$ cat config.mk
export PLATFORM = sky130hd
export DESIGN_NAME = mpmc10_app_cmd_gen
export DESIGN_NICKNAME = d
export VERILOG_FILES = /design/src/rtl/mpmc10_app_cmd_gen.sv
export SDC_FILE = /design/constraint.sdc
export NUM_CORES = 1
export LEC_CHECK = 0
export ABC_AREA = 0
export ABC_CLOCK_PERIOD_IN_PS = 3000
export CORE_AREA = 2 2 399 401
export CTS_CLUSTER_DIAMETER = 40
export DETAILED_ROUTE_END_ITERATION = 12
export DIE_AREA = 0 0 401 403
export PLACE_DENSITY = 0.43
export SLEW_MARGIN = 5
export SYNTH_ARGS = -nofsm -noshare
export SYNTH_HDL_FRONTEND = slang
export SYNTH_SLANG_ARGS = --single-unit
$ cat constraint.sdc
create_clock -name clk -period 3 [get_ports clk]
set_clock_uncertainty 0.2 [all_clocks]
set_input_delay 0.6 -clock clk [delete_from_list [all_inputs] [get_ports clk]]
set_output_delay 0.6 -clock clk [all_outputs]
set_load 0.005 [all_outputs]
$ cat src/rtl/mpmc10_app_cmd_gen.sv
// Command stage behind the mpmc10 write-back controller: turns controller state into MIG app_*
// strobes, walks per-strip read addresses and assembles returned 128-bit strips into a line.
`timescale 1ns/1ps
module mpmc10_app_cmd_gen #(
  parameter int         ADDR_WIDTH     = 29,
  parameter int         MAX_STRIPS     = 4,
  parameter logic [3:0] ST_IDLE        = 4'd0,
  parameter logic [3:0] ST_PRESET1     = 4'd1,
  parameter logic [3:0] ST_PRESET2     = 4'd2,
  parameter logic [3:0] ST_PRESET3     = 4'd3,
  parameter logic [3:0] ST_WRITE_DATA0 = 4'd4,
  parameter logic [3:0] ST_WRITE_DATA2 = 4'd6,
  parameter logic [3:0] ST_READ_DATA1  = 4'd9
) (
  input  logic                    clk,
  input  logic                    rst,
  input  logic [3:0]              state,
  input  logic [31:0]             adr_i,
  input  logic [127:0]            dat_i,
  input  logic [15:0]             sel_i,
  input  logic [5:0]              num_strips,
  input  logic                    app_rdy,
  input  logic                    app_wdf_rdy,
  output logic                    app_en,
  output logic [2:0]              app_cmd,
  output logic [ADDR_WIDTH-1:0]   app_addr,
  output logic                    app_wdf_wren,
  output logic                    app_wdf_end,
  output logic [127:0]            app_wdf_data,
  output logic [15:0]             app_wdf_mask,
  input  logic [127:0]            app_rd_data,
  input  logic                    app_rd_data_valid,
  output logic [5:0]              req_strip_cnt,
  output logic [5:0]              resp_strip_cnt,
  output logic                    rd_data_valid,
  output logic [128*MAX_STRIPS-1:0] rd_line,
  output logic                    rd_line_valid
);

  localparam int IDX_W = (MAX_STRIPS > 1) ? $clog2(MAX_STRIPS) : 1;

  logic [ADDR_WIDTH-1:0]     r_base;
  logic [127:0]              r_wdf_data;
  logic [15:0]               r_wdf_mask;
  logic [5:0]                r_req_cnt;
  logic [5:0]                r_resp_cnt;
  logic [128*MAX_STRIPS-1:0] r_rd_line;
  logic                      r_line_done;
  logic                      r_line_valid;

  logic                  w_resp_state;
  logic                  w_beat_take;
  logic                  w_last_beat;
  logic                  w_req_take;
  logic [ADDR_WIDTH-1:0] w_rd_addr;
  logic [31:0]           w_idx_full;
  logic [IDX_W-1:0]      w_strip_idx;
  logic                  w_unused;

  // The write-data handshake is paced by the controller, so app_wdf_rdy is not needed here.
  assign w_unused = ^{app_wdf_rdy, adr_i[31:ADDR_WIDTH], adr_i[3:0]};

  assign w_resp_state = !((state == ST_IDLE) || (state == ST_PRESET1) ||
                          (state == ST_PRESET2) || (state == ST_PRESET3));
  assign w_beat_take  = w_resp_state && app_rd_data_valid && !r_line_done;
  assign w_last_beat  = !(r_resp_cnt < num_strips);
  assign w_req_take   = (state == ST_READ_DATA1) && app_rdy && (r_req_cnt < num_strips);
  assign w_rd_addr    = r_base + ADDR_WIDTH'({r_req_cnt, 4'h0});
  assign w_idx_full   = {26'd0, r_resp_cnt} % MAX_STRIPS;
  assign w_strip_idx  = w_idx_full[IDX_W-1:0];

  always_ff @(posedge clk) begin
    if (rst) begin
      r_base       <= '0;
      r_wdf_data   <= '0;
      r_wdf_mask   <= '1;
      r_req_cnt    <= '0;
      r_resp_cnt   <= '0;
      r_rd_line    <= '0;
      r_line_done  <= 1'b0;
      r_line_valid <= 1'b0;
    end else begin
      r_line_valid <= 1'b0;
      if (state == ST_PRESET2) begin
        r_base      <= {adr_i[ADDR_WIDTH-1:4], 4'h0};
        r_wdf_data  <= dat_i;
        r_wdf_mask  <= ~sel_i;
        r_req_cnt   <= '0;
        r_resp_cnt  <= '0;
        r_line_done <= 1'b0;
      end
      if (w_req_take) begin
        r_req_cnt <= r_req_cnt + 6'd1;
      end
      // Once the last strip has landed, further beats are dropped until the next PRESET2.
      if (w_beat_take) begin
        r_rd_line[{w_strip_idx, 7'd0} +: 128] <= app_rd_data;
        if (w_last_beat) begin
          r_line_done  <= 1'b1;
          r_line_valid <= 1'b1;
        end else begin
          r_resp_cnt <= r_resp_cnt + 6'd1;
        end
      end
    end
  end

  always_comb begin
    app_en       = 1'b0;
    app_cmd      = 3'b001;
    app_addr     = w_rd_addr;
    app_wdf_wren = 1'b0;
    app_wdf_end  = 1'b0;
    if (rst) begin
      app_addr = '0;
    end else if (state == ST_WRITE_DATA0) begin
      app_wdf_wren = 1'b1;
      app_wdf_end  = 1'b1;
    end else if (state == ST_WRITE_DATA2) begin
      app_en   = 1'b1;
      app_cmd  = 3'b000;
      app_addr = r_base;
    end else if (state == ST_READ_DATA1) begin
      app_en   = 1'b1;
    end
  end

  assign app_wdf_data   = r_wdf_data;
  assign app_wdf_mask   = r_wdf_mask;
  assign req_strip_cnt  = r_req_cnt;
  assign resp_strip_cnt = r_resp_cnt;
  assign rd_line        = r_rd_line;
  assign rd_data_valid  = app_rd_data_valid && !rst;
  assign rd_line_valid  = r_line_valid && !rst;

endmodule

## Yosys cells after proc, flatten, opt, wreduce, memory -nomap -nowiden

Index checks and enable logic that the tools add are counted.

| storage, ports and cells | value |
|---|---|
| flip-flop bits (word level) | 695 |
| bits in latches | 0 |
| memory bits (writable) | 0 |
| bits in read-only memories | 0 |
| bits of input ports | 319 |
| output and inout bits | 705 |
| word-level logic and storage cells | 61 |
| memories | 0 |

| cells by class | value |
|---|---|
| $add $sub $neg | 4 |
| multiply operators | 0 |
| div/mod/pow operators | 0 |
| order comparisons | 2 |
| eq/ne operators | 6 |
| shift operators | 2 |
| multiplexer cells | 22 |
| bitwise gates (word level) | 2 |
| reductions and logical operators | 15 |

Operators by type and width:

| kind | count |
|---|---|
| bitwise mux 512 bit | 1 |
| variable shift 128 x 11 -> 512 bit, first input constant | 1 |
| indexed part select 128 x 11 -> 512 bit | 1 |
| two-way mux 29 bit | 3 |
| two-way mux 6 bit | 5 |
| adder 29 x 10 -> 29 bit | 1 |
| inverter 16 bit | 1 |
| two-way mux 1 bit | 13 |
| adder 6 x 1 -> 6 bit, second input constant | 2 |
| < comparator 6 bit | 2 |
| negator 9 -> 11 bit | 1 |
| == test 4 x 2 -> 1 bit, second input constant | 2 |
| == test 4 x 3 -> 1 bit, second input constant | 2 |
| logical AND 1 bit | 6 |
| == test 4 x 1 -> 1 bit, second input constant | 1 |
| == test 4 bit, second input constant | 1 |
| zero test 4 bit | 1 |
| zero test 1 bit | 3 |
| logical OR 1 bit | 3 |
| nonzero test 2 bit | 1 |
| OR reduction 2 bit | 1 |
| inverter 1 bit | 1 |

## Depth between registers and ports, before layout

Gate-level depths: netlist of the first run.

| logic depth | value |
|---|---|
| word-level depth | 9 |
| gate-level depth with buffers | 9 |

## Worst setup path before layout of the first run

OpenSTA, ideal clock, no wires.

| path | value |
|---|---|
| path type | reg-to-output |
| from | reg r_req_cnt[0], in the netlist req_strip_cnt[0] |
| to | out app_addr[22] |
| arrival | 2.246 ns |
| path slack | -0.046 ns |
| stages on the path, launching flop included | 10 |
| path buffers | 1 |
| path through | dfxtp_1 > ha_1 > inv_1 > fa_1 > nor2b_1 > o31a_1 > o21ai_0 > clkbuf_1 > or4_1 > a21oi_1 |

| on the way | value |
|---|---|
| cells in the longest elaborated chain, start to end | 4 |

Ends and longest elaborated chain:

| element | RTL line | RTL |
|---|---|---|
| start: declaration | 45 | `logic [5:0] r_req_cnt;` |
| start signal: assignment | 93 | `r_req_cnt <= r_req_cnt + 6'd1;` |
| adder 29 x 10 -> 29 bit * | 68 | `assign w_rd_addr = r_base + ADDR_WIDTH'({r_req_cnt, 4'h0});` |
| two-way mux 29 bit | 119 | `end else if (state == ST_WRITE_DATA2) begin` |
| two-way mux 29 bit * | 116 | `end else if (state == ST_WRITE_DATA0) begin` |
| two-way mux 29 bit * | 114 | `if (rst) begin` |
| end: declaration | 26 | `output logic [ADDR_WIDTH-1:0] app_addr,` |

Mark *: on every way between the ends. The rest lies on a longest branch, timed or not.

## Worst setup path in the final report of the first run

Same ends and word-level chain as after synthesis.

==> flow_summary.toml, run 1 <==
[outcome]
outcome = "finished with violations"
violations = "setup timing"

[setup_path]
r2r-start = "resp_strip_cnt[0]"
critPathLaunchType = "flop"
critPathMaxFanout = 5
crit_family = "simple AND/OR/NAND/NOR gates"
rrSetupSlack_ns = 0.42
critPathArrivalTime_ns = 3.12
crit_buf_inv = 4
critPathSlowestCell = "or4_4"
ff2ff_path_depth = 7
critPathRequiredTime_ns = 2.20
worst-setup-path-type = "reg2out"
cp_slowest_stage_delay_ns = 0.47
critPathCaptureType = "output port"
crit_chain = "ha_4 -> inv_2 -> fa_2 -> nor2b_4 -> o31a_1 -> o21ai_1 -> buf_4 -> buf_6 -> or4_4 -> a21oi_2 -> buf_2"
timing.rr.end = "rd_line[14]"

[placed_design]
placed_area_um2 = 40100
dp_slack_ns = -1.49
hpwlAfterDp_mm = 103
gp_congestion = 0.847
port_buffers = 1009

[synth]
synth.avg_cell_area_um2 = 7.93
synth_ff_type = "dfxtp_1"
synth_top_area_cell = "dfxtp_1"
synth_enable_flop_cells = 0
synthArstFlopShare_pct = 0
yosysSeqAreaShare_pct = 53.5
ys_types = 52
yosysTopAreaCellShare_pct = 53.5
synth_area_um2 = 26000
synthesis.instances = 3275
yosysWarnings = 0
ys_ff_latch = 695
synth_area_leaders = "dfxtp_1 54%, a21oi_1 13%, nand2_1 12%"

[global_route]
use_met3_pct = 6.18
overflow = 0
met2_usage_pct = 26.9
grt_util_met1_pct = 20.8
grt_pass1_wl_mm = 201
grt_usage_pct = 16.9
grt_max_degree = 166
antenna_found_initial = 25
grt_pass1_vias = 27114
grt.busiest_layer = "met2"

[finish]
syn2layout_area_growth_pct = 76.9
final_cell_mix = "975 x clkdlybuf4s50_1, 837 x nand2_1, 688 x dfxtp_1"
fin_nets = 4749
drive_gt1_share_pct = 13.8
utilization_pct = 29.2
final_common_cell = "clkdlybuf4s50_1"
final_cell_area_um2 = 46000

[floorplanning]
initial_core_util_pct = 16.5
dieArea_um2 = 162000
rows = 146
die_x_um = 401
core_um2 = 157000
ios = 1024
die_h_um = 403

[routing]
wl_per_cell_um = 21.6
dr_total_vias = 28091
ant_nets = 0
firstDrtPassIters = 5
drt_wl_total_mm = 143
detail_route.vias_per_cell = 4.25
drc_errors = 0
first_iter_violations = 1788

[job]
maxCapViolations = 0

[hold_path]
whs_path_depth = 3
min_to = "rd_line[126]"
hp-start = "rst"
hp-class = "in2reg"

[timing]
setup_violations = 23
worstMarginPinSlew_ns = 1.06
hold_violations = 0
layout_min_cycle_time_ns = 3.92
fin_crit_sh_pct = 131
rsz0062_at_grt = "true"
report.final.slew_viol_count = 0
fmaxAchievable_mhz = 255
slew_headroom_pct = 29.0
setup_tns_ns = -13.75
layout_setup_ws_ns = -0.915

[cts]
h-tree-depth = 4
path_clk_slew_ns = 0.04
cts_buffer_depth = 3
clock-sinks = 695
clk_latency_ns = 0.75
cts_made_buffers = 148
cts-root-buf = "clkbuf_16"
tritoncts = "built"

[pwr]
static-leakage-power_nw = 15.7
totalPowerFinal_w = 0.0292
max-vdd-ir-drop_mv = 0.431
power_density_nw_per_um2 = 636
[power breakdown]
group	switching (W)	total [W]	leakage [nW]	internal [W]
clock network	0.00582	0.0174	2.57	0.0116
registers	0.0000855	0.00950	5.62	0.00942
logic	0.00134	0.00236	7.55	0.00101
[worst max-delay path by stage]
| stage | depth (start not counted) | endpoint | start |
|---|---|---|---|
| global placement | 9 | app_addr[25] | state[2] |
| detailed placement | 9 | app_addr[25] | state[1] |
| finish | 11 | app_addr[22] | req_strip_cnt[0] |
| floorplan | 9 | app_addr[22] | req_strip_cnt[0] |
| CTS | 10 | app_addr[24] | r_base[9] |
| global route | 11 | app_addr[22] | req_strip_cnt[0] |
[per-stage QoR]
| stage | hold WS (ns) | cells |
|---|---|---|
| floorplan | 0.245 | 3280 |
| global placement | 0.237 | 6299 |
| detailed placement | 0.242 | 6299 |
| CTS | 0.0911 | 6587 |
| global route | 0.125 | 6599 |
| finish | 0.172 | 6602 |
[flip-flops by register name, indices dropped and copies added (netlist names)]
register        cells
app_wdf_data      128
app_wdf_mask       16
r_base             25
r_line_done         1
r_line_valid        1
rd_line           512
req_strip_cnt       6
resp_strip_cnt      6
[logic make-up (layout without fill, tap and decap cells)]
kind of cell               after synthesis  after routing  share of synthesized area (%)
AOI/OAI and AO/OA                      755            755                           15.2
and+or+nand+nor                       1472           1472                           24.7
other                                    1             16                         0.0144
xor gates and xnor gates                 8              8                          0.270
buffers and inverters                  316           1556                           4.91
adders and majority gates               24             24                           1.18
muxes                                    4              4                          0.164
DFF                                    695            695                           53.5
[final cells by class]
class	instances	area, µm²
Antenna cell	10	25.0
Multi-Input combinational cell	2269	11200
Clock inverter	73	1090
Clock buffer	191	4200
Fill cell	16906	111000
Tap cell	2072	2590
Timing Repair Buffer	1276	12800
Sequential cell	695	13900
Inverter	16	60.1
[repair_timing]
item	in CTS	in global routing
pin swaps	48	24
buffers inserted	21	10
endpoints found under the setup margin	29	27
hold endpoints to repair	13	0
hold buffers	2	0
resized for setup	190	27
gates cloned	2	0
[Yosys cell counts, drive strengths merged (3+ instances only)]
library cell  number
nor3               5
ha                23
buf               64
nor3b              9
o211ai            10
nor2              36
inv               16
a21oi            690
clkbuf           236
a211oi             4
dfxtp            695
and2               6
nand2            844
nor2b              8
nand3            526
o21ai              8
a211o             16
nand2b             6
and4               3
a21o               6
nand4              4
xor2               7
o31ai             11
or4               11
[per-layer routing]
layer | wire [µm] | up-vias
met1 | 60200 | 13418
met5 | 47 | -
li1 | - | 13443
met4 | 4570 | 8
met3 | 11900 | 222
met2 | 66100 | 1000
[worst reg2reg max path: cells and delay by family (launching register included)]
family | cells | cell delay [ns]
flops | 1 | 0.32
compound gates | 1 | 0.13
simple gates | 2 | 0.83
fa+ha+maj | 1 | 0.42
buf+inv | 3 | 0.60
No activity file was read; power rests on OpenSTA's default activity.
==> run 2: changes to the inputs <==
--- a/config.mk
+++ b/config.mk
@@ -11,6 +11,7 @@
 export CTS_CLUSTER_DIAMETER = 40
 export DETAILED_ROUTE_END_ITERATION = 12
 export DIE_AREA = 0 0 401 403
+export MAX_ROUTING_LAYER = met4
 export PLACE_DENSITY = 0.43
 export SLEW_MARGIN = 5
 export SYNTH_ARGS = -nofsm -noshare
==> run 2 against run 1 <==
Against the previous run: the flow still finishes with violations (setup timing); clock power about the same; core utilization about the same; non-clock buffer count stayed put; sequential share of layout area hardly changed; combinational power about the same; global-route usage is 0.51 points higher; sequential power hardly changed; register-to-register slack improved by 0.05 ns; highest routed layer is now met4; setup slack lost 0.0079 ns; first-iteration DRC count fell by 3.4%.
==> flow_summary.toml, run 2 (synthesized netlist as in run 1, its figures left out) <==
[outcome]
outcome = "finished with violations"
violations = "setup timing"

[cts]
tritoncts = "built"
cts-root-buf = "clkbuf_16"
path_clk_slew_ns = 0.04
cts_made_buffers = 148
clk_latency_ns = 0.75
h-tree-depth = 4
clock-sinks = 695
cts_buffer_depth = 3

[routing]
wl_per_cell_um = 21.6
ant_nets = 0
drc_errors = 0
first_iter_violations = 1727
detail_route.vias_per_cell = 4.26
firstDrtPassIters = 5
dr_total_vias = 28126
drt_wl_total_mm = 143

[floorplanning]
dieArea_um2 = 162000
rows = 146
die_x_um = 401
core_um2 = 157000
die_h_um = 403
initial_core_util_pct = 16.5
ios = 1024

[pwr]
max-vdd-ir-drop_mv = 0.431
static-leakage-power_nw = 15.7
power_density_nw_per_um2 = 636

[setup_path]
critPathRequiredTime_ns = 2.20
critPathSlowestCell = "or4_4"
cp_slowest_stage_delay_ns = 0.47
worst-setup-path-type = "reg2out"
crit_chain = "ha_4 -> inv_2 -> fa_2 -> nor2b_4 -> o31a_1 -> o21ai_1 -> buf_4 -> buf_6 -> or4_4 -> a21oi_2 -> buf_2"
critPathArrivalTime_ns = 3.12
critPathCaptureType = "output port"
critPathLaunchType = "flop"
critPathMaxFanout = 5

[finish]
drive_gt1_share_pct = 13.8
largest_reg_flops = 512
final_cell_mix = "975 x clkdlybuf4s50_1, 837 x nand2_1, 688 x dfxtp_1"
syn2layout_area_growth_pct = 77.0
fin_nets = 4749
final_common_cell = "clkdlybuf4s50_1"
utilization_pct = 29.2

[timing]
fin_crit_sh_pct = 131
slew_headroom_pct = 21.4
layout_setup_ws_ns = -0.923
setup_tns_ns = -13.82
hold_slack_ns = 0.174
rsz0062_at_grt = "true"
worstMarginPinSlew_ns = 1.18
fmaxAchievable_mhz = 255
hold_violations = 0
layout_min_cycle_time_ns = 3.92
setup_violations = 23
report.final.slew_viol_count = 0

[placed_design]
hpwlAfterDp_mm = 103
gp_congestion = 0.860
port_buffers = 1009

[global_route]
grt_max_degree = 166
grt_usage_pct = 17.4
grt_pass1_vias = 27198
grt_pass1_wl_mm = 201
antenna_found_initial = 26
overflow = 0

[hold_path]
hp-class = "in2reg"

[job]
maxCapViolations = 0
[run 2: changes by cell type in the layout (fill, tap and decap cells not counted)]
cell | previous run | this run
diode_2 | 10 | 16
[run 2: power by group]
group,total (W),switching (W),leakage (nW),internal [W]
registers,0.00950,0.0000860,5.62,0.00942
logic,0.00235,0.00134,7.55,0.00101
clock network,0.0174,0.00582,2.57,0.0116
total,0.0292,0.00725,15.7,0.0220
[run 2: per-stage QoR]
| stage | cells | worst slack (ns) | area [µm²] | total power [W] |
|---|---|---|---|---|
| floorplan | 3280 | 0.00240 | 26000 | 0.0104 |
| global placement | 6299 | -1.50 | 40100 | 0.0121 |
| detailed placement | 6299 | -1.49 | 40100 | 0.0121 |
| CTS | 6587 | -0.969 | 45900 | 0.0297 |
| global route | 6607 | -1.07 | 46000 | 0.0302 |
| finish | 6608 | -0.923 | 46000 | 0.0292 |
[run 2: final timing paths]
path	cells after the start	to	startpoint	slack (ns)
setup / recovery	11	app_addr[22]	req_strip_cnt[0]	-0.92
hold / removal	3	rd_line[125]	rst	0.17
setup reg to reg	7	req_strip_cnt[4]	req_strip_cnt[4]	0.47
hold reg to reg	2	rd_line[263]	rd_line[263]	0.25
[run 2: area by class of cell]
class	count	area, µm²
Clock inverter	73	1090
Antenna cell	16	40.0
Inverter	16	60.1
Clock buffer	191	4200
Sequential cell	695	13900
Tap cell	2072	2590
Timing Repair Buffer	1276	12800
Multi-Input combinational cell	2269	11200
Fill cell	16902	111000
[run 2: worst max-delay path, delay by kind of cell, from the launching register on]
kind,cells,cell delay (ns)
AO/OA/AOI/OAI,3,0.43
buffers and inverters,4,0.46
flip-flops,1,0.35
adder cells (fa/ha/maj),2,0.51
AND/OR/NAND/NOR,2,0.61
[run 2: per-layer routing]
layer / vias to the layer above / global-route usage, % / share of wire [%] / wire length, µm
met1: 13497 / 20.8 / 42 / 60600
met4: 0 / 6.53 / 3.2 / 4540
li1: 13445 / - / - / -
met5: - / - / 0 / 0
met2: 972 / 27.0 / 46 / 66300
met3: 212 / 5.95 / 8.0 / 11400
[run 2: timing repair]
action	4_1_cts	5_1_grt
gates resized for setup	190	27
hold endpoints to repair	13	0
pin swaps	48	24
gates cloned	2	0
hold buffers	2	0
endpoints found under the setup margin	29	27
buffers inserted	21	10
==> run 3: changes to the inputs <==
--- a/config.mk
+++ b/config.mk
@@ -5,7 +5,6 @@
 export SDC_FILE = /design/constraint.sdc
 export NUM_CORES = 1
 export LEC_CHECK = 0
-export ABC_AREA = 0
 export ABC_CLOCK_PERIOD_IN_PS = 3000
 export CORE_AREA = 2 2 399 401
 export CTS_CLUSTER_DIAMETER = 40
@@ -13,7 +12,6 @@
 export DIE_AREA = 0 0 401 403
 export MAX_ROUTING_LAYER = met4
 export PLACE_DENSITY = 0.43
-export SLEW_MARGIN = 5
 export SYNTH_ARGS = -nofsm -noshare
 export SYNTH_HDL_FRONTEND = slang
 export SYNTH_SLANG_ARGS = --single-unit
==> results of run 3 <==
No change in the layout: final DEF, timing and power equal those of run 2.
